==> src/rtl/debug_trace_pkg.sv <==
// Shared types and constants for the debug trace UART transmitter.
package debug_trace_pkg;

  typedef enum logic [2:0] {
    IDLE,
    LOAD,
    START,
    DATA,
    STOP
  } tx_state_t;

  localparam logic [7:0] ASCII_0  = 8'h30;
  localparam logic [7:0] ASCII_A  = 8'h41;
  localparam logic [7:0] ASCII_LF = 8'h0A;

  // 16 hex digits followed by a line feed
  localparam int CHARS_PER_WORD = 17;

  // Uppercase ASCII hex digit for one nibble
  function automatic logic [7:0] hex_ascii(input logic [3:0] nib);
    if (nib < 4'd10) return ASCII_0 + {4'd0, nib};
    else             return ASCII_A + {4'd0, nib} - 8'd10;
  endfunction

endpackage

==> src/rtl/debug_trace_uart_tx_fifo.sv <==
// Synchronous FIFO for captured trace words. A push while full is only
// accepted when a pop happens on the same edge.
module trace_fifo #(
  parameter int WIDTH = 64,
  parameter int DEPTH = 4,
  localparam int AW = $clog2(DEPTH)
) (
  input  logic             clk,
  input  logic             rst,
  input  logic             push,
  input  logic             pop,
  input  logic [WIDTH-1:0] din,
  output logic [WIDTH-1:0] dout,
  output logic             full,
  output logic             empty,
  output logic [AW:0]      level
);

  logic [WIDTH-1:0] mem [DEPTH];
  logic [AW-1:0]    wr_ptr;
  logic [AW-1:0]    rd_ptr;
  logic             do_push;
  logic             do_pop;

  assign do_pop  = pop && !empty;
  assign do_push = push && (!full || do_pop);
  assign full    = (level == (AW+1)'(DEPTH));
  assign empty   = (level == '0);
  assign dout    = mem[rd_ptr];

  // Pointer and occupancy bookkeeping
  always_ff @(posedge clk) begin
    if (rst) begin
      wr_ptr <= '0;
      rd_ptr <= '0;
      level  <= '0;
    end else begin
      if (do_push) wr_ptr <= wr_ptr + 1'b1;
      if (do_pop)  rd_ptr <= rd_ptr + 1'b1;
      if (do_push && !do_pop)      level <= level + 1'b1;
      else if (!do_push && do_pop) level <= level - 1'b1;
    end
  end

  // Storage array; contents are don't-care while unoccupied
  always_ff @(posedge clk) begin
    if (do_push) mem[wr_ptr] <= din;
  end

endmodule

==> src/rtl/debug_trace_uart_tx.sv <==
// Captures changing CPU debug words and streams them as 16 hex digits + LF
// on an 8N1 UART line.
//
// state | meaning
// IDLE  | waiting for a queued word; pops it when available
// LOAD  | pick the next character (hex digit or LF) into the shift register
// START | start bit (low) for one bit time
// DATA  | eight data bits, LSB first
// STOP  | stop bit (high); then next character or back to IDLE
module debug_trace_uart_tx
  import debug_trace_pkg::*;
#(
  parameter int CLKS_PER_BIT = 868,
  parameter int FIFO_DEPTH   = 4,
  parameter int DATA_W       = 64,
  localparam int LVL_W = $clog2(FIFO_DEPTH) + 1
) (
  input  logic              clk,
  input  logic              rst,
  input  logic [DATA_W-1:0] debug_in,
  input  logic              capture_en,
  output logic              tx,
  output logic              busy,
  output logic              overflow,
  output logic [LVL_W-1:0]  fifo_level
);

  localparam int BAUD_W = (CLKS_PER_BIT > 2) ? $clog2(CLKS_PER_BIT) : 1;
  localparam logic [BAUD_W-1:0] BAUD_TC   = BAUD_W'(CLKS_PER_BIT - 1);
  localparam logic [4:0]        LAST_CHAR = 5'(CHARS_PER_WORD - 1);

  tx_state_t         state, state_n;
  logic [BAUD_W-1:0] baud_cnt, baud_n;
  logic [2:0]        bit_idx, bit_n;
  logic [4:0]        char_idx, char_n;
  logic [DATA_W-1:0] word, word_n;
  logic [7:0]        shreg, sh_n;
  logic              busy_n;
  logic              tx_n;
  logic              pop;
  logic [DATA_W-1:0] last_value;
  logic              push_req;
  logic [DATA_W-1:0] fifo_dout;
  logic              fifo_full;
  logic              fifo_empty;

  assign push_req = capture_en && (debug_in != last_value);

  trace_fifo #(
    .WIDTH (DATA_W),
    .DEPTH (FIFO_DEPTH)
  ) u_fifo (
    .clk   (clk),
    .rst   (rst),
    .push  (push_req),
    .pop   (pop),
    .din   (debug_in),
    .dout  (fifo_dout),
    .full  (fifo_full),
    .empty (fifo_empty),
    .level (fifo_level)
  );

  // Change detection and sticky drop flag
  always_ff @(posedge clk) begin
    if (rst) begin
      last_value <= '0;
      overflow   <= 1'b0;
    end else begin
      if (capture_en) last_value <= debug_in;
      if (push_req && fifo_full && !pop) overflow <= 1'b1;
    end
  end

  // Transmitter state and datapath registers
  always_ff @(posedge clk) begin
    if (rst) begin
      state    <= IDLE;
      baud_cnt <= '0;
      bit_idx  <= '0;
      char_idx <= '0;
      word     <= '0;
      shreg    <= '0;
      busy     <= 1'b0;
      tx       <= 1'b1;
    end else begin
      state    <= state_n;
      baud_cnt <= baud_n;
      bit_idx  <= bit_n;
      char_idx <= char_n;
      word     <= word_n;
      shreg    <= sh_n;
      busy     <= busy_n;
      tx       <= tx_n;
    end
  end

  // Next-state and line level; tx is registered so the line lags state by one cycle
  always_comb begin
    state_n = state;
    baud_n  = baud_cnt;
    bit_n   = bit_idx;
    char_n  = char_idx;
    word_n  = word;
    sh_n    = shreg;
    busy_n  = busy;
    tx_n    = 1'b1;
    pop     = 1'b0;
    unique case (state)
      IDLE: begin
        if (!fifo_empty) begin
          pop     = 1'b1;
          word_n  = fifo_dout;
          char_n  = '0;
          busy_n  = 1'b1;
          state_n = LOAD;
        end
      end
      LOAD: begin
        // word is shifted left each character so the next digit is always on top
        sh_n    = (char_idx == LAST_CHAR) ? ASCII_LF : hex_ascii(word[DATA_W-1 -: 4]);
        word_n  = {word[DATA_W-5:0], 4'h0};
        baud_n  = BAUD_TC;
        state_n = START;
      end
      START: begin
        tx_n = 1'b0;
        if (baud_cnt == '0) begin
          baud_n  = BAUD_TC;
          bit_n   = '0;
          state_n = DATA;
        end else begin
          baud_n = baud_cnt - 1'b1;
        end
      end
      DATA: begin
        tx_n = shreg[0];
        if (baud_cnt == '0) begin
          baud_n = BAUD_TC;
          sh_n   = {1'b0, shreg[7:1]};
          if (bit_idx == 3'd7) state_n = STOP;
          else                 bit_n   = bit_idx + 1'b1;
        end else begin
          baud_n = baud_cnt - 1'b1;
        end
      end
      STOP: begin
        tx_n = 1'b1;
        if (baud_cnt == '0) begin
          if (char_idx == LAST_CHAR) begin
            busy_n  = 1'b0;
            state_n = IDLE;
          end else begin
            char_n  = char_idx + 1'b1;
            state_n = LOAD;
          end
        end else begin
          baud_n = baud_cnt - 1'b1;
        end
      end
      default: state_n = IDLE;
    endcase
  end

endmodule
==> config.mk <==
export PLATFORM = sky130hd
export DESIGN_NAME = debug_trace_uart_tx
export DESIGN_NICKNAME = d
export VERILOG_FILES = /design/src/rtl/debug_trace_pkg.sv /design/src/rtl/debug_trace_uart_tx_fifo.sv /design/src/rtl/debug_trace_uart_tx.sv
export SDC_FILE = /design/constraint.sdc
export NUM_CORES = 1
export LEC_CHECK = 0
export ABC_CLOCK_PERIOD_IN_PS = 7000
export CAP_MARGIN = 20
export CORE_UTILIZATION = 65
export CTS_CLUSTER_SIZE = 10
export DETAILED_ROUTE_END_ITERATION = 7
export MAX_ROUTING_LAYER = met4
export PLACE_DENSITY = 0.95
export SLEW_MARGIN = 25
export SYNTH_ARGS = -nofsm -noshare
export SYNTH_HDL_FRONTEND = slang
export SYNTH_HIERARCHICAL = 1
export SYNTH_SLANG_ARGS = --single-unit
==> constraint.sdc <==
create_clock -name clk -period 7 [get_ports clk]
set_input_delay 1.4 -clock clk [delete_from_list [all_inputs] [get_ports clk]]
set_output_delay 1.4 -clock clk [all_outputs]
set_load 0.1 [all_outputs]
# Yosys cells after proc, flatten, opt, wreduce, memory -nomap -nowiden
# Memories as Yosys holds them, arrays and structs flattened. A register that Yosys moved wholly into a read port is not among the register bits.
# Cells that the tools add are included.
[totals]
ff_bits = 167
mem_bits_rw = 256
inputBits = 67
out_inout_bits = 6
elab_cells = 109
n_memories = 1
[mem_list]
columns = ["name", "words", "word_bits", "read_ports", "rd_ports_with_merged_regs", "wr", "line_no", "source"]
rows = [
  ["u_fifo.mem", 4, 64, 1, 1, 1, "debug_trace_uart_tx_fifo.sv:19", "logic [WIDTH-1:0] mem [DEPTH];"],
]
[classes]
addsub = 10
magnitude_cmp = 1
n_eq_ne = 17
mux = 37
reduce_logical = 30
[op_table]
columns = ["operator", "n"]
rows = [
  ["case mux 64 bit (2 select lines)", 1],
  ["two-way mux 64 bit", 1],
  ["!= test 64 bit", 1],
  ["two-way mux 3 bit", 10],
  ["case mux 10 bit (3 select lines)", 1],
  ["two-way mux 8 bit", 3],
  ["two-way mux 10 bit", 2],
  ["!= test 2 bit (second input constant)", 9],
  ["case mux 8 bit (2 select lines)", 1],
  ["two-way mux 5 bit", 3],
  ["case mux 3 bit (5 select lines)", 1],
  ["AND reduction 4 bit", 3],
  ["logical NOT 10 bit", 1],
  ["case mux 5 bit (2 select lines)", 1],
  ["nonzero test 2 bit", 5],
  ["subtractor 10 x 1 -> 10 bit (second input constant)", 1],
  ["== test 3 bit (second input constant)", 3],
  ["adder 7 x 4 -> 8 bit (first input constant)", 1],
  ["two-way mux 1 bit", 8],
  ["subtractor 8 x 4 -> 8 bit (second input constant)", 1],
  ["adder 6 x 4 -> 7 bit (first input constant)", 1],
  ["logical AND 1 bit", 7],
  ["adder 3 x 1 -> 3 bit (second input constant)", 2],
  ["== test 3 x 2 -> 1 bit (second input constant)", 2],
  ["16 further kinds", 26],
]

# Depth between registers and ports, before layout
# Gate-level depths: netlist of the first run.
[logic_depth]
depth_word = 10
depth_mapped = 12

# Cells and area by module
# The synthesis of the first run kept the hierarchy.
[by_module_without_submodules]
columns = ["module", "instances", "cells_per_inst", "area_per_inst_um2"]
rows = [
  ["trace_fifo", 1, 382, 9786.9],
  ["debug_trace_uart_tx", 1, 783, 7109.3],
]

# Worst setup path before layout of the first run
# No wires, ideal clock.
[synth_timing]
kind = "input -> register"
startpoint = "in capture_en"
endpoint = "mem u_fifo.mem[0][0], enable pin"
setup_time_ps = 429
arrival_time_ps = 4177
required_ps = 6571
setup_slack_ps = 2394
path_stages = 6
n_path_buf = 3
cell_sequence = "clkbuf_1 -> buf_2 -> buf_1 -> and2_1 -> a21boi_2 -> and2_1"
[synth_via]
elab_chain_cells = 4
[synth_rtl]
columns = ["item", "line_no", "source"]
rows = [
  ["start: declaration", "debug_trace_uart_tx.sv:21", "input logic capture_en,"],
  ["logical AND 1 bit", "debug_trace_uart_tx.sv:47", "assign push_req = capture_en && (debug_in != last_value);"],
  ["named net push_req", "debug_trace_uart_tx.sv:42", "logic push_req;"],
  ["logical AND 1 bit", "debug_trace_uart_tx_fifo.sv:26", "assign do_push = push && (!full || do_pop);"],
  ["named net u_fifo.do_push", "debug_trace_uart_tx_fifo.sv:22", "logic do_push;"],
  ["two-way mux 1 bit", "debug_trace_uart_tx_fifo.sv:47", "if (do_push) mem[wr_ptr] <= din;"],
  ["two-way mux 1 bit (implied by the code)", "debug_trace_uart_tx_fifo.sv:47", ""],
  ["end: declaration", "debug_trace_uart_tx_fifo.sv:19", ""],
]
# The timed path passes the listed nets, and every way through them passes these cells.

# Final worst setup path of the first run
[layout_timing]
startpoint = "in debug_in[61]"
endpoint = "mem u_fifo.mem[0][55], enable pin"
[layout_via]
elab_chain_cells = 5
[layout_rtl]
columns = ["item", "line_no", "source"]
rows = [
  ["start: declaration", "debug_trace_uart_tx.sv:20", "input logic [DATA_W-1:0] debug_in,"],
  ["!= test 64 bit", "debug_trace_uart_tx.sv:47", ""],
  ["logical AND 1 bit", "debug_trace_uart_tx.sv:47", ""],
  ["named net push_req", "debug_trace_uart_tx.sv:42", ""],
  ["logical AND 1 bit", "debug_trace_uart_tx_fifo.sv:26", ""],
  ["named net u_fifo.do_push", "debug_trace_uart_tx_fifo.sv:22", ""],
  ["two-way mux 1 bit", "debug_trace_uart_tx_fifo.sv:47", ""],
  ["two-way mux 1 bit (implied by the code)", "debug_trace_uart_tx_fifo.sv:47", ""],
]
# The timed path passes the listed nets, and every way through them passes these cells.

==> summary.json, run 1 <==
{
  "synthesis": {
    "netlist_area_mm2": 0.0169,
    "postSynthRegisterBits": 424,
    "synth_enable_flop_cells": 256,
    "syn_nets": 1245,
    "synth_seq_area_share_pct": 65.4,
    "ys_async_sr_fraction_pct": 0,
    "synth_warn": 6,
    "ys.flop_type": "edfxtp_1",
    "ys_types": 60,
    "syn_inst": 1165,
    "syn_area_per_cell_um2": 14.5
  },
  "clock_tree": {
    "cts.clk_slew.worst_paths_ps": 60,
    "cts_inserted_buffers": 48,
    "clkSinkCount": 424,
    "cts_resized": 0,
    "clock_tree.buffer_depth": 3,
    "post-cts-setup-buffer-count": 0,
    "tritoncts": "built",
    "cts-hold-fix-buffers": 0,
    "clock_insertion_delay_worst_skew_ps": 550,
    "ctsHtreeMaxLevel": 2,
    "root_buffer": "clkbuf_16"
  },
  "setup_path": {
    "cp_max_fo": 42,
    "critPathLaunchType": "input port",
    "critical_path_required_ps": 7190,
    "timing.critical_path.cells": "clkdlybuf4s50_1 -> xnor2_1 -> nand4_1 -> nor4_1 -> nand4_1 -> and2_1 -> a21boi_2 -> and2_2 -> buf_4",
    "cpPeakStageDelay_ps": 640,
    "crit_top_cell": "nand4_1",
    "worstSetupPathType": "input port to flip-flop",
    "critPathCaptureType": "flip-flop",
    "worst-path-buf-inv": 2,
    "timing.critical_path.max_delay_family": "simple AND/OR/NAND/NOR gates",
    "master_of_the_slowest_instance_on_the_critical_path": "nor4_1",
    "arrival_ps": 4830
  },
  "power_and_ir_drop": {
    "pwr_density_cell_mw_per_mm2": 393,
    "post-layout-total-power_mw": 7.52,
    "total_leakage_power_nw": 6.43,
    "power.ir.vdd_worst_mv": 0.371
  },
  "sta": {
    "worst_pin_slew_ps": 1040,
    "slew_headroom_pct": 30.7,
    "slew_violations": 0,
    "share_of_the_clock_period_used_by_the_worst_path_after_layout_pct": 66.3,
    "setup_viol": 0,
    "fin_worst_hold_slack_ps": 458,
    "final-hold-violation-count": 0,
    "timing.clock.skew_ps": 32.4,
    "clock.fmax_mhz": 216,
    "rsz_0062_raised_after_global_routing": "false",
    "final.min_clock_period_ps": 4640,
    "fin_tns_setup_ps": 0
  },
  "global_route": {
    "pin_count_of_the_biggest_net_entering_global_routing": 72,
    "total_gr_overflow": 0,
    "global_route_wire_length_before_repair_mm": 61.3,
    "grtUsageTotal_pct": 31.7,
    "first_global_vias": 10900,
    "antenna_found_initial": 0
  },
  "floorplan": {
    "die_area_mm2": 0.0266,
    "dieHeight_um": 163,
    "die_w_um": 163,
    "floorplan.core_area_mm2": 0.0253,
    "floorplan.initialDensity_pct": 66.7,
    "fp-row-count": 58,
    "io_pins": 73
  },
  "route": {
    "drt-initial-drc-count": 1373,
    "totalWireLength_mm": 40.0,
    "via_per_inst": 6.63,
    "drcViolationCount": 0,
    "drt.antenna.violating_nets": 0,
    "first_pass_detailed_route_iteration_total": 5,
    "detailroute.via_count": 10600,
    "wire_per_inst_um": 25.0
  },
  "finish": {
    "p_r_area_growth_vs_syn_pct": 13.1,
    "nets": 1312,
    "final_common_cell": "edfxtp_1",
    "antenna-diode-count": 0,
    "drive_gt1_share_pct": 11.5,
    "layout.cells.most_common_list": "edfxtp_1 (256), dfxtp_1 (166), nor2_1 (104), mux2i_1 (72), a21oi_1 (71)"
  },
  "place": {
    "place.gp.congestion": 0.834,
    "input_output_buffers": 72,
    "detailedPlacementHpwl_mm": 22.1
  },
  "flow_run": {
    "max-cap-violations": 0
  },
  "run_status": {
    "status": "finished clean"
  },
  "min_path": {
    "timing.hold.worst.class": "flip-flop to flip-flop"
  }
}
[area by class of cell]
cell class | instances | area [um^2]
inverters | 15 | 56.3
flip-flops and latches | 424 | 11100
clock buffers | 84 | 1350
repair buffers | 85 | 813
multi-input cells | 658 | 5400
well taps | 330 | 413
clock inverters | 3 | 30.0
fillers | 1326 | 6210
[metrics by stage]
| step | cell area [um^2] | util (%) | std cells | setup WS (ps) |
|---|---|---|---|---|
| after global placement | 17700 | 70.0 | 1512 | 2330 |
| after global routing | 19100 | 75.5 | 1599 | 2360 |
| after floorplan | 16900 | - | 1165 | 2390 |
| final | 19100 | 75.5 | 1599 | 2360 |
| after detailed placement | 17700 | 70.0 | 1512 | 2140 |
| after CTS | 19100 | 75.5 | 1599 | 2540 |
[final timing paths]
check | startpoint | to | slack (ps) | cells after the start
worst max register to register | state[1]$_SDFFE_PP0P_ | u_fifo/mem[0][55]$_DFFE_PP_ | 3070 | 6
worst min-delay path | word[59]$_SDFFE_PP0P_ | word[59]$_SDFFE_PP0P_ | 460 | 2
worst max-delay path | debug_in[61] | u_fifo/mem[0][55]$_DFFE_PP_ | 2360 | 9
worst min register to register | word[59]$_SDFFE_PP0P_ | word[59]$_SDFFE_PP0P_ | 460 | 2
[tightest hold or removal path: stages (launching register included)]
cell and delay (ps):
dfxtp_1 310, nand2_1 50, a21oi_1 50
[kinds of logic after synthesis]
family          after synthesis  synth area share, %
fa+ha+maj                    13                 1.01
simple gates                247                 6.78
mux                         137                 13.0
xor+xnor                     81                 4.20
buf+inv                      83                 2.74
flops                       424                 65.4
compound gates              180                 6.90
[flip-flops by register name, indices dropped and copies added, names as in the netlist, named ones only]
| register | flops |
|---|---|
| u_fifo/mem | 256 |
| last_value | 64 |
| bit_idx | 3 |
| tx | 1 |
| shreg | 7 |
| baud_cnt | 10 |
| u_fifo/rd_ptr | 2 |
| u_fifo/wr_ptr | 2 |
| char_idx | 5 |
| overflow | 1 |
| state | 3 |
| busy | 1 |
| u_fifo/level | 3 |
| word | 64 |
[cell usage after synthesis, types with 12 or more instances]
cell type  count  area (um^2)
edfxtp_1     256         7690
dfxtp_1      168         3360
nor2_1       106          398
mux2i_1       72          721
a21oi_1       71          355
xnor2_1       69          604
nand2_1       67          251
a22oi_1       66          495
mux4_2        60         1350
clkbuf_1      32          120
buf_2         24          120
nand4_1       21          131
inv_1         15         56.3
ha_1          12          150
xor2_1        12          105
[power breakdown]
part | internal, mW | leakage [nW] | switching (mW) | total [mW]
combinational | 0.749 | 2.04 | 1.14 | 1.89
clock | 1.29 | 0.655 | 0.949 | 2.24
sequential | 3.08 | 3.73 | 0.307 | 3.38
[routing by layer]
layer | part of all wire [%] | global-route usage [%] | vias up
li1 | - | - | 4520
met2 | 50 | 51.4 | 716
met1 | 36 | 38.5 | 5214
met5 | 0 | - | -
met3 | 9.9 | 6.37 | 147
met4 | 4.1 | 14.4 | 0
(Power assumes the default switching activity.)
==> inputs of run 2 (changes only) <==
Settings changed: ABC_CLOCK_PERIOD_IN_PS 7000 to 4740, CORE_UTILIZATION 65 to 60, PLACE_DENSITY 0.95 to 0.9.
Clock period 7 ns to 4.74 ns, I/O delays scaled along.
==> summary.json, run 2 (synthesis gave the netlist of run 1 again) <==
{
  "run_status": {
    "status": "finished clean"
  },
  "setup_path": {
    "worstSetupPathType": "input port to flip-flop",
    "timing.rr.start": "state[1]$_SDFFE_PP0P_",
    "timing.critical_path.max_delay_family": "simple AND/OR/NAND/NOR gates",
    "timing.critical_path.cells": "clkdlybuf4s50_1 -> xnor2_1 -> nand4_1 -> nor4_1 -> nand4_1 -> and2_1 -> a21boi_2 -> ha_1 -> inv_1 -> fa_1 -> xor2_1 -> or3_1 -> a21oi_1",
    "cp_max_fo": 7,
    "worst-r2r-setup-slack_ps": 1080,
    "critPathLaunchType": "input port",
    "crit-reg2reg-capture": "u_fifo/level[2]$_SDFFE_PP0P_",
    "crit_top_cell": "nand4_1",
    "master_of_the_slowest_instance_on_the_critical_path": "nor4_1",
    "cpPeakStageDelay_ps": 570,
    "r2r_cells": 10,
    "critical_path_required_ps": 5220,
    "critPathCaptureType": "flip-flop",
    "crit_cells": 13,
    "worst-path-buf-inv": 2,
    "arrival_ps": 4410
  },
  "floorplan": {
    "fp-row-count": 61,
    "die_w_um": 170,
    "dieHeight_um": 170,
    "floorplan.core_area_mm2": 0.0277,
    "io_pins": 73,
    "floorplan.initialDensity_pct": 61.0,
    "die_area_mm2": 0.0288
  },
  "place": {
    "detailedPlacementHpwl_mm": 23.7,
    "input_output_buffers": 72,
    "place.gp.congestion": 0.776,
    "detailedPlace.worstSlack_ps": 564
  },
  "power_and_ir_drop": {
    "power.ir.vdd_worst_mv": 0.427,
    "total_leakage_power_nw": 6.52,
    "post-layout-total-power_mw": 11.2,
    "pwr_density_cell_mw_per_mm2": 580
  },
  "route": {
    "detailroute.via_count": 10500,
    "drt.antenna.violating_nets": 0,
    "via_per_inst": 6.35,
    "first_pass_detailed_route_iteration_total": 5,
    "drcViolationCount": 0,
    "totalWireLength_mm": 39.8,
    "wire_per_inst_um": 24.0,
    "drt-initial-drc-count": 1152
  },
  "clock_tree": {
    "clock_tree.buffer_depth": 3,
    "clkSinkCount": 424,
    "cts_inserted_buffers": 48,
    "ctsHtreeMaxLevel": 2,
    "tritoncts": "built",
    "root_buffer": "clkbuf_16",
    "clock_insertion_delay_worst_skew_ps": 560,
    "cts-hold-fix-buffers": 0,
    "cts.clk_slew.worst_paths_ps": 60,
    "post-cts-setup-buffer-count": 0,
    "cts_resized": 0
  },
  "global_route": {
    "first_global_vias": 11000,
    "global_route_wire_length_before_repair_mm": 61.2,
    "antenna_found_initial": 1,
    "total_gr_overflow": 0,
    "pin_count_of_the_biggest_net_entering_global_routing": 95,
    "grtUsageTotal_pct": 29.0
  },
  "sta": {
    "setup_viol": 0,
    "timing.clock.skew_ps": 19.4,
    "postLayoutSetupSlackWorst_ps": 808,
    "slew_headroom_pct": 29.2,
    "rsz_0062_raised_after_global_routing": "false",
    "slew_violations": 0,
    "share_of_the_clock_period_used_by_the_worst_path_after_layout_pct": 83.0,
    "fin_tns_setup_ps": 0,
    "final-hold-violation-count": 0,
    "worst_pin_slew_ps": 1060,
    "clock.fmax_mhz": 254,
    "final.min_clock_period_ps": 3930
  },
  "finish": {
    "p_r_area_growth_vs_syn_pct": 14.7,
    "largest_reg_flops": 256,
    "layout.cells.most_common_list": "edfxtp_1 (256), dfxtp_1 (166), nor2_1 (104), mux2i_1 (72), a21oi_1 (71)",
    "largest-register": "u_fifo/mem",
    "biggestRegsByFlops": "u_fifo/mem x256, last_value x64, word x64",
    "drive_gt1_share_pct": 12.1,
    "final_common_cell": "edfxtp_1",
    "nets": 1321
  },
  "min_path": {
    "min_delay_path_depth": 2,
    "hold_path_end": "word[34]$_SDFFE_PP0P_",
    "timing.hold.worst.class": "flip-flop to flip-flop",
    "min-delay-start": "word[34]$_SDFFE_PP0P_"
  },
  "flow_run": {
    "max-cap-violations": 0
  }
}
-- run 2: worst max path at each step --
stage / from / to
global route: debug_in[0] / u_fifo/level[2]$_SDFFE_PP0P_
global placement: debug_in[0] / u_fifo/level[2]$_SDFFE_PP0P_
floorplan: u_fifo/level[0]$_SDFFE_PP0P_ / u_fifo/mem[0][0]$_DFFE_PP_
detailed placement: debug_in[0] / u_fifo/level[2]$_SDFFE_PP0P_
CTS: debug_in[8] / u_fifo/level[2]$_SDFFE_PP0P_
finish: debug_in[0] / u_fifo/level[2]$_SDFFE_PP0P_
-- run 2: power by group --
group          switching (mW)  total, mW  internal, mW  leakage [nW]
Combinational            1.71       2.89          1.18          2.11
Clock                    1.38       3.36          1.98         0.674
Sequential              0.454       5.00          4.54          3.73
Total                    3.54       11.2          7.70          6.52
-- run 2: cell type report --
type	instances	area, um^2
Multi-Input combinational cell	658	5400
Sequential cell	424	11100
Clock inverter	1	16.3
Tap cell	378	473
Clock buffer	88	1400
Antenna cell	1	2.50
Fill cell	1635	8330
Inverter	15	56.3
Timing Repair Buffer	94	963
-- run 2: metrics by stage --
stage | area, um^2 | hold slack (ps) | cells | utilization [%]
2_1_floorplan | 16900 | 436 | 1165 | -
3_3_place_gp | 17900 | 442 | 1567 | 64.6
3_5_place_dp | 18000 | 446 | 1569 | 64.8
4_1_cts | 19400 | 454 | 1658 | 69.9
5_1_grt | 19400 | 469 | 1659 | 69.9
6_report | 19400 | 456 | 1659 | 69.9
-- run 2: worst reg2reg max path, stage by stage, from the launching register on --
cell and delay, ps:
dfxtp_1 480, or2_2 440, nor3_4 710, inv_1 160, a21boi_2 420, ha_1 270
inv_1 60, fa_1 370, xor2_1 180, or3_1 340, a21oi_1 170
-- run 2: layer usage --
layer	vias up	share of wire, %	track usage (%)
li1	4546	-	-
met1	5288	38	35.6
met2	596	50	47.3
met3	109	9.2	6.19
met4	0	3.1	11.4
met5	-	0	-
==> variant, RTL diff (flow settings as in run 1) <==
Remove the register `tx`: a continuous assignment takes its place, so the output `tx` follows one clock earlier. Comments in the files are not updated.
--- a/src/rtl/debug_trace_uart_tx.sv
+++ b/src/rtl/debug_trace_uart_tx.sv
@@ -83,5 +83,4 @@
       shreg    <= '0;
       busy     <= 1'b0;
-      tx       <= 1'b1;
     end else begin
       state    <= state_n;
@@ -92,7 +91,8 @@
       shreg    <= sh_n;
       busy     <= busy_n;
-      tx       <= tx_n;
     end
   end
+
+  assign tx = tx_n;
 
   // Next-state and line level; tx is registered so the line lags state by one cycle
Formal check against the unedited RTL: not equivalent (a bounded check fails within 4 cycles, from zero or initial values and one cycle with rst high).
==> variant against run 1 <==
Setup slack better by 0.21 ns; routed wire length shrank 2.7%; total power fell by 0.61%; clock power rose by 2%; design area shrank 0.16%; sequential cell count decreased by 1; area after synthesis down 0.59%; die area decreased by 0.58%; fmax up 4.8%; largest cell class unchanged.
==> variant: results (changes against run 1) <==
* RePlAce Congestion at 0.816 (was 0.834)
* Drt via density at 6.50 (was 6.63)
* Leak at 0.00641 uW (was 0.00643 uW)
* Commonest cells in the netlist: edfxtp_1, dfxtp_1, nor2_1, a21oi_1, nand2_1 (was edfxtp_1, dfxtp_1, nor2_1, mux2i_1, a21oi_1)
* Largest net degree at the start of global routing at 94 (was 72)
* Worst vdd rail ir drop at 0.251 mV (was 0.371 mV)
* CP max FO at 37 (was 42)
* WP data arrival at 4.61 ns (was 4.83 ns)
* Worst Tran Pin Value at 1.03 ns (was 1.04 ns)
* Met2 usage at 51.5% (was 51.4%)
* Reg2Reg Depth at 7 (was 6)
* Most area-consuming cells after synthesis: edfxtp_1, dfxtp_1, mux4_2, mux2i_1, xnor2_1 (unchanged)
* Gr usage total at 31.5% (was 31.7%)
* Drt wl/cell at 24.4 um (was 25.0 um)
* Met1 GRT Util at 40.1% (was 38.5%)
* Outcome: completed (unchanged)
* Share of layout cells above drive strength 1 at 11.6% (was 11.5%)
* Global-route wire length before repair at 60.5 mm (was 61.3 mm)
* Number of global-route vias before repair at 10600 (was 10900)
* Crit-path max cell delay at 0.77 ns (was 0.64 ns)
* Placed insts at 1507 (was 1512)
* Met3 usage at 4.81% (was 6.37%)
* DRT Wirelength at 38.9 mm (was 40.0 mm)
* Met2 wire length at 19.7 mm (was 20.0 mm)
* Initial DRC count at 1193 (was 1373)
* Post-placement cell area at 0.0177 mm^2 (about the same)
* Reg2Reg Setup Slack at 3.49 ns (was 3.07 ns)
* Worst r2r src: u_fifo/level[0] (was state[1])
* Register area share after synthesis at 65.7% (was 65.4%)
* Switching share of power at 31.4% (was 31.9%)
* Syn_nets at 1239 (was 1245)
* Hold path start: word[19] (was word[59])
==> variant: how the worst max path moves through the flow <==
stage | from | to | cells after the start
after floorplan | capture_en | u_fifo/mem[0][0] | 6
after global placement | debug_in[41] | u_fifo/mem[0][25] | 9
after detailed placement | debug_in[45] | u_fifo/mem[0][21] | 9
after CTS | debug_in[45] | u_fifo/mem[0][12] | 9
after global routing | debug_in[45] | u_fifo/mem[2][12] | 9
final | debug_in[45] | u_fifo/mem[2][14] | 9
==> variant: cells by family after synthesis <==
kind of cell	after synthesis	share of synthesized area [%]
simple gates	256	7.10
compound gates	174	6.61
mux	134	12.9
flops	423	65.7
fa+ha+maj	13	1.01
xor+xnor	81	4.22
buf+inv	78	2.51
==> variant: final cells by class <==
type | count | area, um^2
sequential | 423 | 11000
timing repair buffer | 84 | 810
inverter | 12 | 45.0
fill | 1376 | 6170
tap | 330 | 413
clock buffer | 88 | 1390
clock inverter | 2 | 25.0
multi-input combinational | 658 | 5370
